<file path="src/rtl/aes_pkg.sv">
`default_nettype none
// ============================================================================
//  Module      : aes_pkg
//  Description : Shared types, AES length constants and tkeep helper for the
//                AES-256 CTR framing stage.
//  Revision    : 1.0 - initial release
// ============================================================================
package aes_pkg;

    localparam int unsigned c_AES_KEY_BITS   = 256;
    localparam int unsigned c_AES_BLOCK_BITS = 128;

    // One-hot frame builder states
    typedef enum logic [3:0] {
        ST_IDLE    = 4'b0001,
        ST_KEY     = 4'b0010,
        ST_COUNTER = 4'b0100,
        ST_PAYLOAD = 4'b1000
    } state_t;

    // True when keep is a non-empty run of ones starting at bit 0.
    // Narrower tkeep vectors are zero-extended by the caller.
    function automatic logic f_tkeep_contiguous(input logic [15:0] keep);
        return (keep != 16'h0000) && (((keep + 16'h0001) & keep) == 16'h0000);
    endfunction

endpackage
`default_nettype wire

</file>
<file path="src/rtl/axis_if.sv">
`default_nettype none
// ============================================================================
//  Module      : axis_if
//  Description : AXI-Stream bundle (tdata, tkeep, tlast, tuser, tvalid,
//                tready) with master and slave views.
//  Revision    : 1.0 - initial release
// ============================================================================
interface axis_if #(
    parameter int DATA_WIDTH = 64
);
    logic [DATA_WIDTH-1:0]   tdata;
    logic [DATA_WIDTH/8-1:0] tkeep;
    logic                    tlast;
    logic                    tuser;
    logic                    tvalid;
    logic                    tready;

    modport master (output tdata, tkeep, tlast, tuser, tvalid, input tready);
    modport slave  (input tdata, tkeep, tlast, tuser, tvalid, output tready);
endinterface
`default_nettype wire

</file>
<file path="src/rtl/aes_tkeep_checker.sv">
`default_nettype none
// ============================================================================
//  Module      : aes_tkeep_checker
//  Description : Sticky tkeep legality flag for payload beats. Non-final beats
//                must be full; the final beat must be a low-aligned run.
//                Only built when AES_FRAME_TKEEP_CHECK_EN is defined.
//  Revision    : 1.0 - initial release
// ============================================================================
`ifdef AES_FRAME_TKEEP_CHECK_EN
module aes_tkeep_checker
    import aes_pkg::*;
#(
    parameter int KEEP_W = 8
) (
    input  logic              Clk,
    input  logic              Rst_n,
    input  logic              Beat_valid,
    input  logic [KEEP_W-1:0] Tkeep,
    input  logic              Tlast,
    output logic              Err
);

    logic w_bad;
    logic r_err;

    assign w_bad = Beat_valid &
                   (Tlast ? !f_tkeep_contiguous(16'(Tkeep)) : (Tkeep != {KEEP_W{1'b1}}));

    // Latch any illegal beat until the next reset
    always_ff @(posedge Clk) begin
        if (!Rst_n) begin
            r_err <= 1'b0;
        end else if (w_bad) begin
            r_err <= 1'b1;
        end
    end

    assign Err = r_err;

endmodule
`endif
`default_nettype wire

</file>
<file path="src/rtl/aes_ctr_frame_builder.sv">
`default_nettype none
// ============================================================================
//  Module      : aes_ctr_frame_builder
//  Description : Builds the CTR core input stream: key words, counter words,
//                then the payload passed through combinationally.
//                Optional macro AES_FRAME_TKEEP_CHECK_EN enables the sticky
//                payload tkeep checker driving Err (tied 0 otherwise).
//  Revision    : 1.0 - initial release
// ============================================================================
module aes_ctr_frame_builder
    import aes_pkg::*;
#(
    parameter int DATA_WIDTH = 64
) (
    input  logic                        Clk,
    input  logic                        Rst_n,
    input  logic                        Cfg_valid,
    output logic                        Cfg_ready,
    input  logic [c_AES_KEY_BITS-1:0]   Cfg_key,
    input  logic [c_AES_BLOCK_BITS-1:0] Cfg_iv,
    input  logic                        Cfg_encrypt,
    axis_if.slave                       S_axis,
    axis_if.master                      M_axis,
    output logic [15:0]                 Frame_cnt,
    output logic                        Err
);

    localparam int KEY_WORDS = c_AES_KEY_BITS / DATA_WIDTH;
    localparam int CTR_WORDS = c_AES_BLOCK_BITS / DATA_WIDTH;
    localparam int CNT_W     = $clog2(KEY_WORDS);
    localparam int KEEP_W    = DATA_WIDTH / 8;

    localparam logic [CNT_W-1:0] c_KEY_LAST = CNT_W'(KEY_WORDS - 1);
    localparam logic [CNT_W-1:0] c_CTR_LAST = CNT_W'(CTR_WORDS - 1);

    state_t                      r_state;
    state_t                      w_state_next;
    logic [CNT_W-1:0]            r_cnt;
    logic [c_AES_KEY_BITS-1:0]   r_key;
    logic [c_AES_BLOCK_BITS-1:0] r_iv;
    logic                        r_encrypt;
    logic [15:0]                 r_frame_cnt;
    logic                        w_m_hs;
    logic                        w_pay_hs;

    assign w_m_hs   = M_axis.tvalid & M_axis.tready;
    assign w_pay_hs = (r_state == ST_PAYLOAD) & S_axis.tvalid & M_axis.tready;

    // State register
    always_ff @(posedge Clk) begin
        if (!Rst_n) begin
            r_state <= ST_IDLE;
        end else begin
            r_state <= w_state_next;
        end
    end

    // Next-state: header phases advance on their last word, payload on tlast
    always_comb begin
        w_state_next = r_state;
        case (r_state)
            ST_IDLE:    if (Cfg_valid)                       w_state_next = ST_KEY;
            ST_KEY:     if (w_m_hs && r_cnt == c_KEY_LAST)   w_state_next = ST_COUNTER;
            ST_COUNTER: if (w_m_hs && r_cnt == c_CTR_LAST)   w_state_next = ST_PAYLOAD;
            ST_PAYLOAD: if (w_pay_hs && S_axis.tlast)        w_state_next = ST_IDLE;
            default:                                         w_state_next = ST_IDLE;
        endcase
    end

    // Outputs: header word mux in KEY/COUNTER, straight wires in PAYLOAD
    always_comb begin
        Cfg_ready     = 1'b0;
        S_axis.tready = 1'b0;
        M_axis.tvalid = 1'b0;
        M_axis.tdata  = '0;
        M_axis.tkeep  = '0;
        M_axis.tlast  = 1'b0;
        M_axis.tuser  = 1'b0;
        case (r_state)
            ST_IDLE: begin
                Cfg_ready = 1'b1;
            end
            ST_KEY: begin
                M_axis.tvalid = 1'b1;
                M_axis.tdata  = r_key[int'(r_cnt)*DATA_WIDTH +: DATA_WIDTH];
                M_axis.tkeep  = {KEEP_W{1'b1}};
                M_axis.tuser  = r_encrypt;
            end
            ST_COUNTER: begin
                M_axis.tvalid = 1'b1;
                M_axis.tdata  = r_iv[int'(r_cnt)*DATA_WIDTH +: DATA_WIDTH];
                M_axis.tkeep  = {KEEP_W{1'b1}};
                M_axis.tuser  = r_encrypt;
            end
            ST_PAYLOAD: begin
                M_axis.tvalid = S_axis.tvalid;
                S_axis.tready = M_axis.tready;
                M_axis.tdata  = S_axis.tdata;
                M_axis.tkeep  = S_axis.tkeep;
                M_axis.tlast  = S_axis.tlast;
                M_axis.tuser  = r_encrypt;
            end
            default: ;
        endcase
    end

    // Capture configuration in IDLE and step the header word counter
    always_ff @(posedge Clk) begin
        if (!Rst_n) begin
            r_cnt     <= '0;
            r_key     <= '0;
            r_iv      <= '0;
            r_encrypt <= 1'b0;
        end else begin
            case (r_state)
                ST_IDLE: begin
                    if (Cfg_valid) begin
                        r_key     <= Cfg_key;
                        r_iv      <= Cfg_iv;
                        r_encrypt <= Cfg_encrypt;
                        r_cnt     <= '0;
                    end
                end
                ST_KEY: begin
                    if (w_m_hs) begin
                        r_cnt <= (r_cnt == c_KEY_LAST) ? '0 : r_cnt + CNT_W'(1);
                    end
                end
                ST_COUNTER: begin
                    if (w_m_hs) begin
                        r_cnt <= (r_cnt == c_CTR_LAST) ? '0 : r_cnt + CNT_W'(1);
                    end
                end
                default: ;
            endcase
        end
    end

    // Count frames whose final payload beat has been handed over
    always_ff @(posedge Clk) begin
        if (!Rst_n) begin
            r_frame_cnt <= '0;
        end else if (w_pay_hs && S_axis.tlast) begin
            r_frame_cnt <= r_frame_cnt + 16'd1;
        end
    end

    assign Frame_cnt = r_frame_cnt;

`ifdef AES_FRAME_TKEEP_CHECK_EN
    aes_tkeep_checker #(
        .KEEP_W (KEEP_W)
    ) u_tkeep_checker (
        .Clk        (Clk),
        .Rst_n      (Rst_n),
        .Beat_valid (w_pay_hs),
        .Tkeep      (S_axis.tkeep),
        .Tlast      (S_axis.tlast),
        .Err        (Err)
    );
`else
    assign Err = 1'b0;
`endif

endmodule
`default_nettype wire

</file>
<file path="src/flat_wrapper.sv">
// flat-port wrapper written by rule: the top's interface ports become plain ports
module aes_ctr_frame_builder_flat import aes_pkg::*;
#(
    parameter int DATA_WIDTH = 64
)
  (Clk, Rst_n, Cfg_valid, Cfg_ready, Cfg_key, Cfg_iv, Cfg_encrypt, Frame_cnt, Err, S_axis_tdata, S_axis_tkeep, S_axis_tlast, S_axis_tuser, S_axis_tvalid, S_axis_tready, M_axis_tdata, M_axis_tkeep, M_axis_tlast, M_axis_tuser, M_axis_tvalid, M_axis_tready);
  axis_if #(.DATA_WIDTH(DATA_WIDTH)) S_axis_i ();
  axis_if #(.DATA_WIDTH(DATA_WIDTH)) M_axis_i ();
  input  logic Clk;
  input  logic Rst_n;
  input  logic Cfg_valid;
  output logic Cfg_ready;
  input  logic [c_AES_KEY_BITS-1:0] Cfg_key;
  input  logic [c_AES_BLOCK_BITS-1:0] Cfg_iv;
  input  logic Cfg_encrypt;
  output logic [15:0] Frame_cnt;
  output logic Err;
  input wire logic [$bits(S_axis_i.tdata)-1:0] S_axis_tdata;
  input wire logic [$bits(S_axis_i.tkeep)-1:0] S_axis_tkeep;
  input wire logic [$bits(S_axis_i.tlast)-1:0] S_axis_tlast;
  input wire logic [$bits(S_axis_i.tuser)-1:0] S_axis_tuser;
  input wire logic [$bits(S_axis_i.tvalid)-1:0] S_axis_tvalid;
  output wire logic [$bits(S_axis_i.tready)-1:0] S_axis_tready;
  output wire logic [$bits(M_axis_i.tdata)-1:0] M_axis_tdata;
  output wire logic [$bits(M_axis_i.tkeep)-1:0] M_axis_tkeep;
  output wire logic [$bits(M_axis_i.tlast)-1:0] M_axis_tlast;
  output wire logic [$bits(M_axis_i.tuser)-1:0] M_axis_tuser;
  output wire logic [$bits(M_axis_i.tvalid)-1:0] M_axis_tvalid;
  input wire logic [$bits(M_axis_i.tready)-1:0] M_axis_tready;
  assign S_axis_i.tdata = S_axis_tdata;
  assign S_axis_i.tkeep = S_axis_tkeep;
  assign S_axis_i.tlast = S_axis_tlast;
  assign S_axis_i.tuser = S_axis_tuser;
  assign S_axis_i.tvalid = S_axis_tvalid;
  assign S_axis_tready = S_axis_i.tready;
  assign M_axis_tdata = M_axis_i.tdata;
  assign M_axis_tkeep = M_axis_i.tkeep;
  assign M_axis_tlast = M_axis_i.tlast;
  assign M_axis_tuser = M_axis_i.tuser;
  assign M_axis_tvalid = M_axis_i.tvalid;
  assign M_axis_i.tready = M_axis_tready;
  aes_ctr_frame_builder #(.DATA_WIDTH(DATA_WIDTH)) u_core (.Clk(Clk), .Rst_n(Rst_n), .Cfg_valid(Cfg_valid), .Cfg_ready(Cfg_ready), .Cfg_key(Cfg_key), .Cfg_iv(Cfg_iv), .Cfg_encrypt(Cfg_encrypt), .S_axis(S_axis_i), .M_axis(M_axis_i), .Frame_cnt(Frame_cnt), .Err(Err));
endmodule
</file>
<file path="config.mk">
export PLATFORM = sky130hd
export DESIGN_NAME = aes_ctr_frame_builder_flat
export DESIGN_NICKNAME = d
export VERILOG_FILES = /design/src/rtl/aes_pkg.sv /design/src/rtl/axis_if.sv /design/src/rtl/aes_tkeep_checker.sv /design/src/rtl/aes_ctr_frame_builder.sv /design/src/flat_wrapper.sv
export SDC_FILE = /design/constraint.sdc
export NUM_CORES = 1
export LEC_CHECK = 0
export BUFFER_PORTS_ARGS = -buffer_cell sky130_fd_sc_hd__buf_4
export CAP_MARGIN = 25
export CORE_AREA = 2 2 219 221
export DETAILED_ROUTE_END_ITERATION = 7
export DIE_AREA = 0 0 221 223
export PLACE_DENSITY = 0.73
export SYNTH_ARGS = -nofsm -noshare
export SYNTH_HDL_FRONTEND = slang
export SYNTH_HIERARCHICAL = 1
export SYNTH_SLANG_ARGS = --single-unit
</file>
<file path="constraint.sdc">
create_clock -name Clk -period 3.6 [get_ports Clk]
set_clock_uncertainty 0.05 [all_clocks]
set_input_delay 0.36 -clock Clk [delete_from_list [all_inputs] [get_ports Clk]]
set_output_delay 0.36 -clock Clk [all_outputs]
set_load 0.005 [all_outputs]
</file>
# Word-level counts from Yosys, hierarchy flattened
# Cells that the tools add are included.
[totals] reg_bits=407 input_bits=464 out_inout_bits=94 elab_cells=52
[classes] add_sub_neg=2 n_eq_ne=12 n_shift=2 mux=18 bitwise_logic=3 n_reduce_logical=9
[ops] op="$shiftx 256x9->64" n=1
[ops] op="$pmux 64 s3" n=1
[ops] op="$shiftx 128x9->64" n=1
[ops] op="$add 16x1->16 const B" n=1
[ops] op="$mux 4" n=4
[ops] op="$pmux 4 s4" n=1
[ops] op="$pmux 8 s2" n=1
[ops] op="$mux 2" n=5
[ops] op="$ne 2x1->1 const B" n=4
[ops] op="$reduce_and 4->1" n=2
[ops] op="$pmux 2 s3" n=1
[ops] op="$eq 4x1->1 const B" n=1
[ops] op="$eq 4x2->1 const B" n=1
[ops] op="$eq 4x3->1 const B" n=1
[ops] op="$eq 4x4->1 const B" n=1
[ops] op="$mux 1" n=4
[ops] op="$ne 2x2->1 const B" n=2
[ops] op="$and 1x1->1" n=3
[ops] op="$logic_and 1x1->1" n=3
[ops] op="$reduce_bool 3->1" n=1
[ops] op="$reduce_or 3->1" n=1
[ops] op="$add 2x1->2 const B" n=1
[ops] op="$eq 2x1->1 const B" n=1
[ops] op="$eq 2x2->1 const B" n=1
[ops] op="3 further kinds" n=3

# Longest topological paths before layout
[logic_depth] depth_word=7 depth_mapped=9

# Worst setup path after synthesis
# OpenSTA, ideal clock, no wires.
[synth_timing] kind="reg-to-output" startpoint="register u_core.r_cnt[0]" endpoint="output M_axis_tdata[25]" t_arrival_ps=2213 setup_slack_ps=977 stages_incl_launch_ff=8 path_buffers=4 path_cell_list="dfxtp_1 -> clkbuf_1 -> buf_2 -> clkbuf_1 -> buf_1 -> mux2i_1 -> nor3_1 -> a221o_1"
[synth_between] elab_chain_len=2
[synth_rtl] element="from (decl)" line="aes_ctr_frame_builder.sv:38" text="logic [CNT_W-1:0] r_cnt;"
[synth_rtl] element="from (signal assigned)" line="aes_ctr_frame_builder.sv:126" text="r_cnt <= (r_cnt == c_KEY_LAST) ? '0 : r_cnt + CNT_W'(1);"
[synth_rtl] element="from (signal assigned)" line="aes_ctr_frame_builder.sv:131" text="r_cnt <= (r_cnt == c_CTR_LAST) ? '0 : r_cnt + CNT_W'(1);"
[synth_rtl] element="$shiftx 256x9->64 or $shiftx 128x9->64 (tied branches)" line="aes_ctr_frame_builder.sv:85, aes_ctr_frame_builder.sv:91"
[synth_rtl] element="$pmux 64 s3 *" line="aes_ctr_frame_builder.sv:79" text="case (r_state)"
[synth_rtl] element="to (decl)" line="flat_wrapper.sv:24" text="output wire logic [$bits(M_axis_i.tdata)-1:0] M_axis_tdata;"
# Every way passes the cells marked *; elsewhere a longest branch is shown, timed or not.

# Final worst setup path
[layout_timing] startpoint="register u_core.r_state[2]" endpoint="output M_axis_tdata[57]"
[layout_between] elab_chain_len=2
[layout_rtl] element="from (decl)" line="aes_ctr_frame_builder.sv:36" text="state_t r_state;"
[layout_rtl] element="from (signal assigned)" line="aes_ctr_frame_builder.sv:54" text="r_state <= w_state_next;"
[layout_rtl] element="$eq 4x4->1 (tied with other cells)" line="aes_ctr_frame_builder.sv:79"
[layout_rtl] element="$pmux 64 s3 *" line="aes_ctr_frame_builder.sv:79"
# Marked as above.

==> flow_metrics.env <==
export IMPL_final_util_pct=58.1
export IMPL_switchingPower_uw=3710
export IMPL_root_buffer="clkbuf_16"
export IMPL_maxSlewHeadroom_pct=40.2
export IMPL_rsz0062_at_grt="false"
export IMPL_reg2reg_from="u_core/r_state[0]"
export IMPL_whs_endpoint="u_core/r_key[195]"
export IMPL_cts_setup_buffers=0
export IMPL_die_h_um=223
export IMPL_cts_tree="yes"
export IMPL_hold_violations=0
export IMPL_cts_buffers=44
export IMPL_critPathLaunchType="register"
export IMPL_io_pin_count=558
export IMPL_first_pass_iters=8
export IMPL_drt_initial_drc_count=1850
export IMPL_max_cap_violations=0
export IMPL_htreeDepth=2
export IMPL_worstPathRequired_ns=3.19
export IMPL_drt_wl_total_um=69300
export IMPL_synth_nets=2646
export IMPL_netlist_area_leader_share_pct=46.5
export IMPL_yosys_warnings=6
export IMPL_avgRoutedWirePerCell_um=19.0
export IMPL_synth_flop_cell="dfxtp_1"
export IMPL_r2r_end="u_core/Frame_cnt[15]"
export IMPL_ys_ff_latch=407
export IMPL_p_comb_share_pct=22.0
export IMPL_synth_top_area_cell="dfxtp_1"
export IMPL_grt_overflow=0
export IMPL_dp_hpwl_um=43300
export IMPL_postSynthCellCount=2178
export IMPL_min_path_cells=3
export IMPL_status="complete, but fails checks"
export IMPL_ir_drop_mv=0.418
export IMPL_grt_pass1_wl_um=106000
export IMPL_gp_congestion=0.909
export IMPL_setup_tns_ns=0
export IMPL_core_area_um2=47100
export IMPL_ctsHoldBuffers=362
export IMPL_pwr_share_clk_pct=36.5
export IMPL_fill_cells=3772
export IMPL_failed_checks="DRC"
export IMPL_antenna_found_initial=7
export IMPL_area_growth_pct=56.3
export IMPL_worstSetupPathType="reg -> out"
export IMPL_cts_buffer_depth=3
export IMPL_seq_power_share_pct=41.6
export IMPL_antenna_left=0
export IMPL_initial_utilization_pct=37.1
export IMPL_worstMarginPinSlew_ns=0.897
export IMPL_drc=1
export IMPL_intPower_uw=9000
export IMPL_syn_area_um2=17500
export IMPL_total_power_uw=12700
export IMPL_synth_edff_count=0
export IMPL_grt_max_degree=145
export IMPL_grt_pass1_vias=19700
export IMPL_die_width_um=221
export IMPL_vias=19600
export IMPL_p_per_area_nw_per_um2=465
export IMPL_cp_arrival_ns=2.98
export IMPL_p_leak_uw=0.0108
export IMPL_dieArea_um2=49300
export IMPL_yosys_top_cells_count="800 x nand2_1, 407 x dfxtp_1, 397 x a21oi_1"
export IMPL_yosysMostFrequentCell="nand2_1"
export IMPL_portBuffers=555
export IMPL_cts_sinks=407
export IMPL_clock_latency_ns=0.56
export IMPL_netlist_top_cells_area="dfxtp_1 47%, nand2_1 17%, a21oi_1 11%"
export IMPL_multi_input_area_um2=8640
export IMPL_crit_path_end_kind="output port"
export IMPL_synth_distinct_cells=40
export IMPL_via_per_inst=5.37
export IMPL_clk_pin_slew_worst_paths_ns=0.06
export IMPL_drv_slew=0
export IMPL_final_nets=3464
export IMPL_async_reset_ff_share_pct=0
export IMPL_grt_util_all_layers_pct=26.6
export IMPL_rr_worst_depth=4
export IMPL_ff2ff_setup_slack_ns=0.92
export IMPL_std_cell_rows=80
export IMPL_finalCritPeriodShare_pct=94.3
export IMPL_min_path_type="in -> reg"
export IMPL_synth_area_per_cell_um2=8.04
export IMPL_switching_share_pct=29.2
export IMPL_fmax_mhz=295
export IMPL_ys_seq_area_share_pct=46.5
export IMPL_setup_viol_count_final=0
export IMPL_finalCriticalPeriod_ns=3.39
export IMPL_worst_path_max_fanout=27
export IMPL_regArea_um2=8150
export IMPL_drive_above_1_share_pct=23.9
export IMPL_min_delay_start="Cfg_key[195]"
export IMPL_cts_resized=0
==> state kept, by name, indices dropped and copies added (netlist names) <==
signal / count
u_core/Frame_cnt: 16
u_core/r_iv: 128
u_core/r_key: 256
u_core/r_state: 4
u_core/r_cnt: 2
u_core/r_encrypt: 1
==> layout by cell type, fill, tap and decap left out, drive strengths merged, types with 44 or more instances in the layout <==
cell type,n
buf,596
mux2i,104
dlygate4sd3,362
a21oi,397
clkbuf,60
a221o,64
nor2,57
mux4,44
nand2,800
dfxtp,407
==> layout make-up <==
type,count,area share (%)
multi-input cells,1577,31.6
inverters,8,0.137
clock inverters,20,0.791
repair buffers,958,30.3
flip-flops and latches,407,29.8
diodes,6,0.0549
well taps,615,2.81
clock buffers,60,4.58
==> worst max path at each step <==
stage                 startpoint          endpoint  slack, ns  cells past startpoint
3_3_place_gp   u_core/r_state[2]  M_axis_tdata[63]       0.87                      6
2_1_floorplan    u_core/r_cnt[0]  M_axis_tdata[25]       0.98                      7
4_1_cts        u_core/r_state[2]  M_axis_tdata[63]       0.20                      6
6_report       u_core/r_state[2]  M_axis_tdata[57]       0.21                      6
3_5_place_dp   u_core/r_state[2]  M_axis_tdata[63]       0.80                      6
5_1_grt        u_core/r_state[2]  M_axis_tdata[63]       0.02                      6
==> kinds of logic after synthesis <==
group | count (synthesis) | share of synthesized area [%]
AND/OR/NAND/NOR | 912 | 20.3
AO/OA/AOI/OAI | 503 | 16.5
flip-flops | 407 | 46.5
buffers and inverters | 194 | 4.27
multiplexers | 148 | 11.6
XOR/XNOR | 9 | 0.450
adder cells (fa/ha/maj) | 4 | 0.286
other | 1 | 0.0214
==> critical path, cell delays in order, from the launching register on <==
cell	delay, ns
dfxtp_1	0.55
nor4b_1	0.69
nand2_2	0.33
buf_4	0.35
nor2_1	0.21
a221o_1	0.16
buf_4	0.12
==> stage by stage <==
stage               hold WS [ns]  cell area, µm²  setup WS [ns]  cells
global route              0.0168           27400         0.0228   3651
CTS                     0.000414           27400          0.200   3645
floorplan                  0.382           17500          0.977   2178
global placement           0.389           22300          0.873   3203
detailed placement         0.394           22300          0.802   3203
finish                    0.0341           27400          0.207   3651
==> per-layer routing <==
layer  share of wire, %  GRT usage (%)  wire length (µm)
met5                  0              0                 0
met4                5.0           14.1              3480
met3                8.4           5.64              5810
met2                 48           44.7             33100
met1                 39           32.1             26900
==> power groups by stage <==
stage | clock [µW] | sequential, µW | combinational, µW
finish | 4640 | 5280 | 2790
CTS | 4700 | 5260 | 2710
detailed placement | 0 | 5360 | 2370
floorplan | 0 | 5250 | 1460
global placement | 0 | 5330 | 2320
global route | 4880 | 5330 | 3020
(Power assumes the default switching activity.)
